File: config.mk
export PLATFORM = sky130hd
export DESIGN_NAME = reg_wb_queue
export DESIGN_NICKNAME = d
export VERILOG_FILES = /design/src/rtl/reg_wb_queue.sv
export SDC_FILE = /design/constraint.sdc
export NUM_CORES = 1
export LEC_CHECK = 0
export CAP_MARGIN = 10
export CORE_ASPECT_RATIO = 0.5
export CORE_MARGIN = 2
export CORE_UTILIZATION = 47
export CTS_BUF_LIST = sky130_fd_sc_hd__clkbuf_16
export DETAILED_ROUTE_END_ITERATION = 16
export PLACE_DENSITY = 0.84
export SYNTH_ARGS = -nofsm -noshare
export SYNTH_HDL_FRONTEND = slang
export SYNTH_SLANG_ARGS = --single-unit
File: constraint.sdc
create_clock -name clk -period 2.09 [get_ports clk]
set_input_delay 0.418 -clock clk [delete_from_list [all_inputs] [get_ports clk]]
set_output_delay 0.418 -clock clk [all_outputs]
set_load 0.05 [all_outputs]
File: src/rtl/reg_wb_queue.sv
// Register-file write-back merger: ALU results take the write port first, long-latency
// results wait in an in-order queue. Optional forwarding is enabled by defining WB_BYPASS_EN.
module reg_wb_queue #(
    parameter int DEPTH = 4,
    parameter int XLEN  = 32
) (
    input  logic                     clk,
    input  logic                     rst_n,
    input  logic                     alu_valid,
    input  logic [4:0]               alu_rd,
    input  logic [XLEN-1:0]          alu_data,
    input  logic                     mem_valid,
    output logic                     mem_ready,
    input  logic [4:0]               mem_rd,
    input  logic [XLEN-1:0]          mem_data,
    input  logic [4:0]               q_rd,
    output logic                     pend_hit,
    output logic [XLEN-1:0]          q_data,
    output logic [$clog2(DEPTH):0]   count,
    output logic                     RegWEn,
    output logic [4:0]               AddrD,
    output logic [XLEN-1:0]          DataD
);

    localparam int AW = $clog2(DEPTH);
    localparam int CW = AW + 1;

    logic [4:0]      r_rd   [DEPTH];
    logic [XLEN-1:0] r_data [DEPTH];
    logic [DEPTH-1:0] r_vld;
    logic [AW-1:0]   r_head;
    logic [AW-1:0]   r_tail;
    logic [CW-1:0]   r_count;
    logic            r_wen;
    logic [4:0]      r_addr;
    logic [XLEN-1:0] r_wdata;

    logic             w_alu_wr;
    logic             w_push;
    logic             w_pop;
    logic             w_push_vld;
    logic [DEPTH-1:0] w_vld_next;

    assign w_alu_wr   = alu_valid && (alu_rd != 5'd0);
    assign mem_ready  = rst_n && (r_count < CW'(DEPTH));
    // Writes to x0 complete the handshake but never occupy a slot.
    assign w_push     = mem_valid && mem_ready && (mem_rd != 5'd0);
    assign w_pop      = !w_alu_wr && (r_count != '0);
    assign w_push_vld = !(w_alu_wr && (alu_rd == mem_rd));

    // An ALU write is always the youngest result, so it squashes queued entries for the same rd.
    always_comb begin
        w_vld_next = r_vld;
        for (int i = 0; i < DEPTH; i++) begin
            if (w_alu_wr && (r_rd[i] == alu_rd)) begin
                w_vld_next[i] = 1'b0;
            end
        end
        if (w_pop) begin
            w_vld_next[r_head] = 1'b0;
        end
        if (w_push) begin
            w_vld_next[r_tail] = w_push_vld;
        end
    end

    always_ff @(posedge clk or negedge rst_n) begin
        if (!rst_n) begin
            r_head  <= '0;
            r_tail  <= '0;
            r_count <= '0;
            r_vld   <= '0;
        end else begin
            r_vld <= w_vld_next;
            if (w_push) begin
                r_tail <= r_tail + 1'b1;
            end
            if (w_pop) begin
                r_head <= r_head + 1'b1;
            end
            r_count <= r_count + CW'(w_push) - CW'(w_pop);
        end
    end

    always_ff @(posedge clk) begin
        if (w_push) begin
            r_rd[r_tail]   <= mem_rd;
            r_data[r_tail] <= mem_data;
        end
    end

    // A squashed head still consumes its pop cycle; address and data hold in that case.
    always_ff @(posedge clk or negedge rst_n) begin
        if (!rst_n) begin
            r_wen   <= 1'b0;
            r_addr  <= '0;
            r_wdata <= '0;
        end else if (w_alu_wr) begin
            r_wen   <= 1'b1;
            r_addr  <= alu_rd;
            r_wdata <= alu_data;
        end else if (w_pop) begin
            r_wen <= r_vld[r_head];
            if (r_vld[r_head]) begin
                r_addr  <= r_rd[r_head];
                r_wdata <= r_data[r_head];
            end
        end else begin
            r_wen <= 1'b0;
        end
    end

    assign RegWEn = r_wen;
    assign AddrD  = r_addr;
    assign DataD  = r_wdata;
    assign count  = r_count;

`ifdef WB_BYPASS_EN
    logic            w_q_hit;
    logic [XLEN-1:0] w_q_dat;
    logic [AW-1:0]   w_idx;
    logic            w_out_hit;

    // Walk from oldest to youngest so the last match left standing is the youngest.
    always_comb begin
        w_q_hit = 1'b0;
        w_q_dat = '0;
        w_idx   = '0;
        for (int k = 0; k < DEPTH; k++) begin
            w_idx = r_head + AW'(k);
            if (r_vld[w_idx] && (r_rd[w_idx] == q_rd)) begin
                w_q_hit = 1'b1;
                w_q_dat = r_data[w_idx];
            end
        end
    end

    assign w_out_hit = r_wen && (r_addr == q_rd);
    assign pend_hit  = (q_rd != 5'd0) && (w_q_hit || w_out_hit);
    assign q_data    = (q_rd == 5'd0) ? '0 :
                       w_q_hit        ? w_q_dat :
                       w_out_hit      ? r_wdata : '0;
`else
    logic w_q_hit;

    always_comb begin
        w_q_hit = 1'b0;
        for (int i = 0; i < DEPTH; i++) begin
            if (r_vld[i] && (r_rd[i] == q_rd)) begin
                w_q_hit = 1'b1;
            end
        end
    end

    assign pend_hit = (q_rd != 5'd0) && w_q_hit;
    assign q_data   = '0;
`endif

endmodule

Word level (Yosys, flattened, before mapping)
Memories as Yosys holds them, arrays and structs flattened.
Index checks and enable logic that the tools add are counted.

word-level totals
  register bits after elaboration = 49
  latch bits = 0
  bits in writable memories = 148
  ROM bits = 0
  output and inout port bits = 75
  word-level logic and storage cells = 82
  memories kept = 2

cells by class
  $add $sub $neg = 4
  $mul = 0
  div/mod/pow operators = 0
  $lt $le $gt $ge = 5
  equality and inequality tests = 9
  shift operators = 0
  multiplexer cells = 27
  bitwise logic cells = 2
  reduce and logical (&&, ||, !) cells = 26

memories
  memory  depth  bits a word  read ports  clocked after Yosys merged registers in  wr ports  RTL line  RTL
  r_data  4      32           1           0                                        1         29        logic [XLEN-1:0] r_data [DEPTH];
  r_rd    4      5            5           0                                        1         28        logic [4:0] r_rd [DEPTH];

operators with widths
  kind                                                                                  number
  32-bit two-way mux                                                                    3
  5-bit equality test                                                                   9
  1-bit logical AND                                                                     17
  1-bit two-way mux                                                                     15
  5-bit two-way mux                                                                     3
  5-bit nonzero test                                                                    3
  4-bit two-way mux                                                                     2
  2-bit by 3-bit < comparator with 1-bit output (second input constant)                 2
  2-bit by 1-bit adder with 2-bit output (second input constant)                        2
  4-bit AND                                                                             1
  4-bit bitwise mux                                                                     1
  1-bit demux with 2-bit select                                                         2
  2-bit by 1-bit greater-or-equal comparator with 1-bit output (second input constant)  2
  4-bit inverter                                                                        1
  2-bit nonzero test                                                                    2
  3-bit by 1-bit adder with 3-bit output                                                1
  3-bit < comparator (second input constant)                                            1
  3-bit nonzero test                                                                    1
  3-bit by 1-bit subtractor with 3-bit output                                           1
  1-bit binary-select mux with 2-bit select                                             1
  1-bit logical NOT                                                                     2
  2-bit AND reduction                                                                   1

Depth between registers and ports, before layout
  depth in word-level cells = 9
  depth in mapped cells = 11

Worst setup path before layout
OpenSTA, ideal clock, no wires.

  kind = flip-flop to flip-flop
  from = reg r_count[2] (netlist: count[2])
  to = reg r_count[2] (netlist: count[2])
  library setup time = 0.144 ns
  arrival = 3.109 ns
  required time = 1.946 ns
  setup slack = -1.162 ns
  stages on the path, launching flop included = 12
  path buffers = 1
  period minus slack after synthesis = 3.252 ns
  cell sequence = dfrtp_1 nor2b_1 o311a_1 clkbuf_1 inv_1 ha_1 inv_1 ha_1 inv_1 fa_1 xnor2_1 xnor2_1

between the ends
  longest elaborated chain between the ends = 6
  elaborated cells on any way between the ends = 8
  those cells by class = 2 x add/sub; 1 x order compare; 5 x reduce/logical

ends and longest elaborated chain
  what                                         RTL line  RTL
  start, declared                              33        logic [CW-1:0] r_count;
  start signal, assigned                       81        r_count <= r_count + CW'(w_push) - CW'(w_pop);
  3-bit < comparator                           45        assign mem_ready = rst_n && (r_count < CW'(DEPTH));
  1-bit logical AND                            45
  via mem_ready                                13        output logic mem_ready,
  1-bit logical AND (2 in a row)               47        assign w_push = mem_valid && mem_ready && (mem_rd != 5'd0);
  3-bit by 1-bit adder with 3-bit output       81
  3-bit by 1-bit subtractor with 3-bit output  81

The timed path passes the listed nets, and every way through them passes these cells.
A chain may end at the register's enable or synchronous reset.

==> impl_metrics.toml <==
[outcome]
outcome = "complete, but fails checks"
violations = "setup timing"

[clock_network]
clockRootBuffer = "clkbuf_16"
clock_latency_ns = 0.43
cts_sinks = 197
cts_htree_levels = 4
cts_buffer_depth = 2
cts_buffers = 17
clkTransAtPathRegs_ns = 0.08
cts_tree = "done"

[critical_path]
cp_max_fo = 2
critical_path_cell_count = 6
cp.required_ns = 1.67
cp_slowest_stage_delay_ns = 0.44
critPathTopFamily = "simple AND/OR/NAND/NOR gates"
crit_buf_inv = 1
r2r_cells = 10
critPathKind = "reg -> out"
critical_path_arrival_ns = 1.89
crit_path_end_kind = "output port"
crit_chain = "xor2_1 > nor4_1 > nand3_1 > nand4_1 > o21a_1 > buf_12"
start_kind = "flop"
worst_path_max_delay_cell = "edfxtp_1"

[cells_and_area]
area_delta_synth_final_pct = 30.8
design_area_um2 = 11200
fin_nets = 809
final-instance-count-excl-fill = 962
final_common_cell = "edfxtp_1"
multi_input_area_um2 = 2610
seq_area_um2 = 5670
layout_common_cells = "edfxtp_1, clkdlybuf4s50_1, buf_4"
drive_gt1_frac = 0.234
nFillCells = 1205
num_antenna_cells = 0

[grt]
grt_max_degree = 50
grt-ovfl-total = 0
grt_usage = 0.201
grt_pass1_wl_um = 29100
grt_antenna_before_repair = 0
grt_pass1_vias = 5318

[placed_design]
placed_cells = 912
portBuffers = 125
dp_hpwl_um = 12700
gp_congestion = 0.856
placed_area_um2 = 10400

[sta]
clock-skew-final_ns = 0.0112
finalCritPeriodShare = 1.10
fin_crit_ns = 2.30
fin_hold_ws_ns = 0.142
fin_ws_ns = -0.214
slew_headroom = 0.519
rsz0062_at_grt = "yes"
tns_ns = -0.214
report.final.slew_viol_count = 0
finalHoldViolCount = 0
timing.fmax_mhz = 434
worstMarginPinSlew_ns = 0.722
setup_viol = 1

[floorplanning]
num_rows = 34
io_pins = 158
die_h_um = 99.4
fp.coreArea_um2 = 17600
start_util = 0.486
die_w_um = 195
die-area_um2 = 19400

[power_and_ir_drop]
power_leakage_nw = 4.25
ir_drop_mv = 0.790
p_per_area_nw_per_um2 = 1280
finalPower_mw = 14.3

[drt]
ant_nets = 0
routed_wl_um = 18800
viasPerCell = 5.25
drt-initial-drc-count = 337
dr.pass1.iters = 4
vias = 5050
drc = 0
post_drt_wl_per_cell_um = 19.5

[yosys]
yosys.area.top_type = "edfxtp_1"
netlist_instances = 536
avgSynthCellArea_um2 = 16.0
syn-cell-area_um2 = 8560
yosysWarnings = 0
async_flop_share = 0.249
synth.top_cell.area_share = 0.519
ys_ff_latch = 197
synth_flop_cell = "edfxtp_1"
ys_seq_area_frac = 0.662
yosys.cell_types.count = 40
synth_edf_count = 148
synthTopCellsByArea = "edfxtp_1, dfrtp_1, mux4_2"

[run]
cap_violations = 0

[hold_path]
hold_class = "in -> async"
final timing paths:
kind	slack (ns)	end	start
worst max-delay path	-0.21	pend_hit	r_rd[3][3]$_DFFE_PP_
worst min-delay path	0.14	DataD[26]$_DFFE_PN0P_	rst_n
worst max register to register	0.03	count[2]$_DFF_PN0_	count[2]$_DFF_PN0_
worst min register to register	0.51	AddrD[1]$_DFFE_PN0P_	AddrD[1]$_DFFE_PN0P_
max in group asynchronous	1.43	r_head[0]$_DFFE_PN0N_	rst_n
min in group clk	0.21	r_rd[0][1]$_DFFE_PP_	mem_rd[1]
cells in the mapped netlist, types with 2 or more instances:
master      n
edfxtp_1  148
dfrtp_1    49
mux4_2     38
nor2_1     36
buf_4      35
a21oi_1    34
mux2i_1    34
xor2_1     24
xnor2_1    21
inv_1      17
clkbuf_1   13
nand2_1    12
nand3_1    11
ha_1       10
buf_2       8
nor4_1      8
o22ai_1     5
buf_1       4
buf_6       3
a221o_1     2
a221oi_1    2
and3_1      2
o21a_1      2
o21ai_0     2
metrics by stage:
stage / worst slack (ns) / util
after floorplan: -0.452 / -
after global placement: -0.834 / 0.591
after detailed placement: -0.872 / 0.591
after CTS: -0.195 / 0.632
after global routing: -0.297 / 0.636
final: -0.214 / 0.636
routing by layer:
layer / part of all wire / vias up / wire (um) / GRT usage
met3: 0.040 / 25 / 757 / 0.0264
met4: 0.016 / 0 / 300 / 0.0740
met5: 0 / - / 0 / 0
met2: 0.52 / 151 / 9700 / 0.354
met1: 0.43 / 2563 / 8020 / 0.261
li1: - / 2311 / - / -
power by group:
| part | total (mW) | switching, mW | internal [mW] |
|---|---|---|---|
| combinational | 5.64 | 3.34 | 2.30 |
| sequential | 5.27 | 0.376 | 4.89 |
| clock | 3.44 | 1.67 | 1.77 |
state kept, by name, indices dropped and copies added (netlist names):
register / count
r_data: 128
DataD: 32
r_rd: 20
AddrD: 5
r_vld: 4
count: 3
r_head: 2
r_tail: 2
RegWEn: 1
kinds of logic after synthesis:
| group | after synthesis | synth area share |
|---|---|---|
| simple gates | 78 | 0.0422 |
| other cells | 1 | 0.000438 |
| mux | 72 | 0.140 |
| flops | 197 | 0.662 |
| fa+ha+maj | 11 | 0.0170 |
| compound gates | 52 | 0.0379 |
| xor+xnor | 45 | 0.0460 |
| buf+inv | 80 | 0.0542 |
worst register-to-register path: stages (launching register included):
cell and delay [ns]:
dfrtp_2 0.44, nor2b_4 0.13, o311a_1 0.19, inv_1 0.05, ha_1 0.26, inv_1 0.06
ha_2 0.16, inv_2 0.04, fa_2 0.34, xnor2_2 0.15, xnor2_1 0.12
layout make-up:
cell class | count | area share
Tap cell | 234 | 0.0261
Sequential cell | 197 | 0.507
Clock inverter | 15 | 0.0199
Inverter | 17 | 0.00704
Multi-Input combinational cell | 290 | 0.233
Clock buffer | 17 | 0.0380
Timing Repair Buffer | 192 | 0.169
repair_timing:
| action | 4_1_cts | 5_1_grt |
|---|---|---|
| pin swaps | 12 | 13 |
| setup buffers | 12 | 6 |
| resized for setup | 34 | 7 |
| gates cloned | 0 | 0 |
| endpoints found under the setup margin | 152 | 6 |
| hold buffers | 0 | 0 |
No activity file was read; power rests on OpenSTA's default activity.
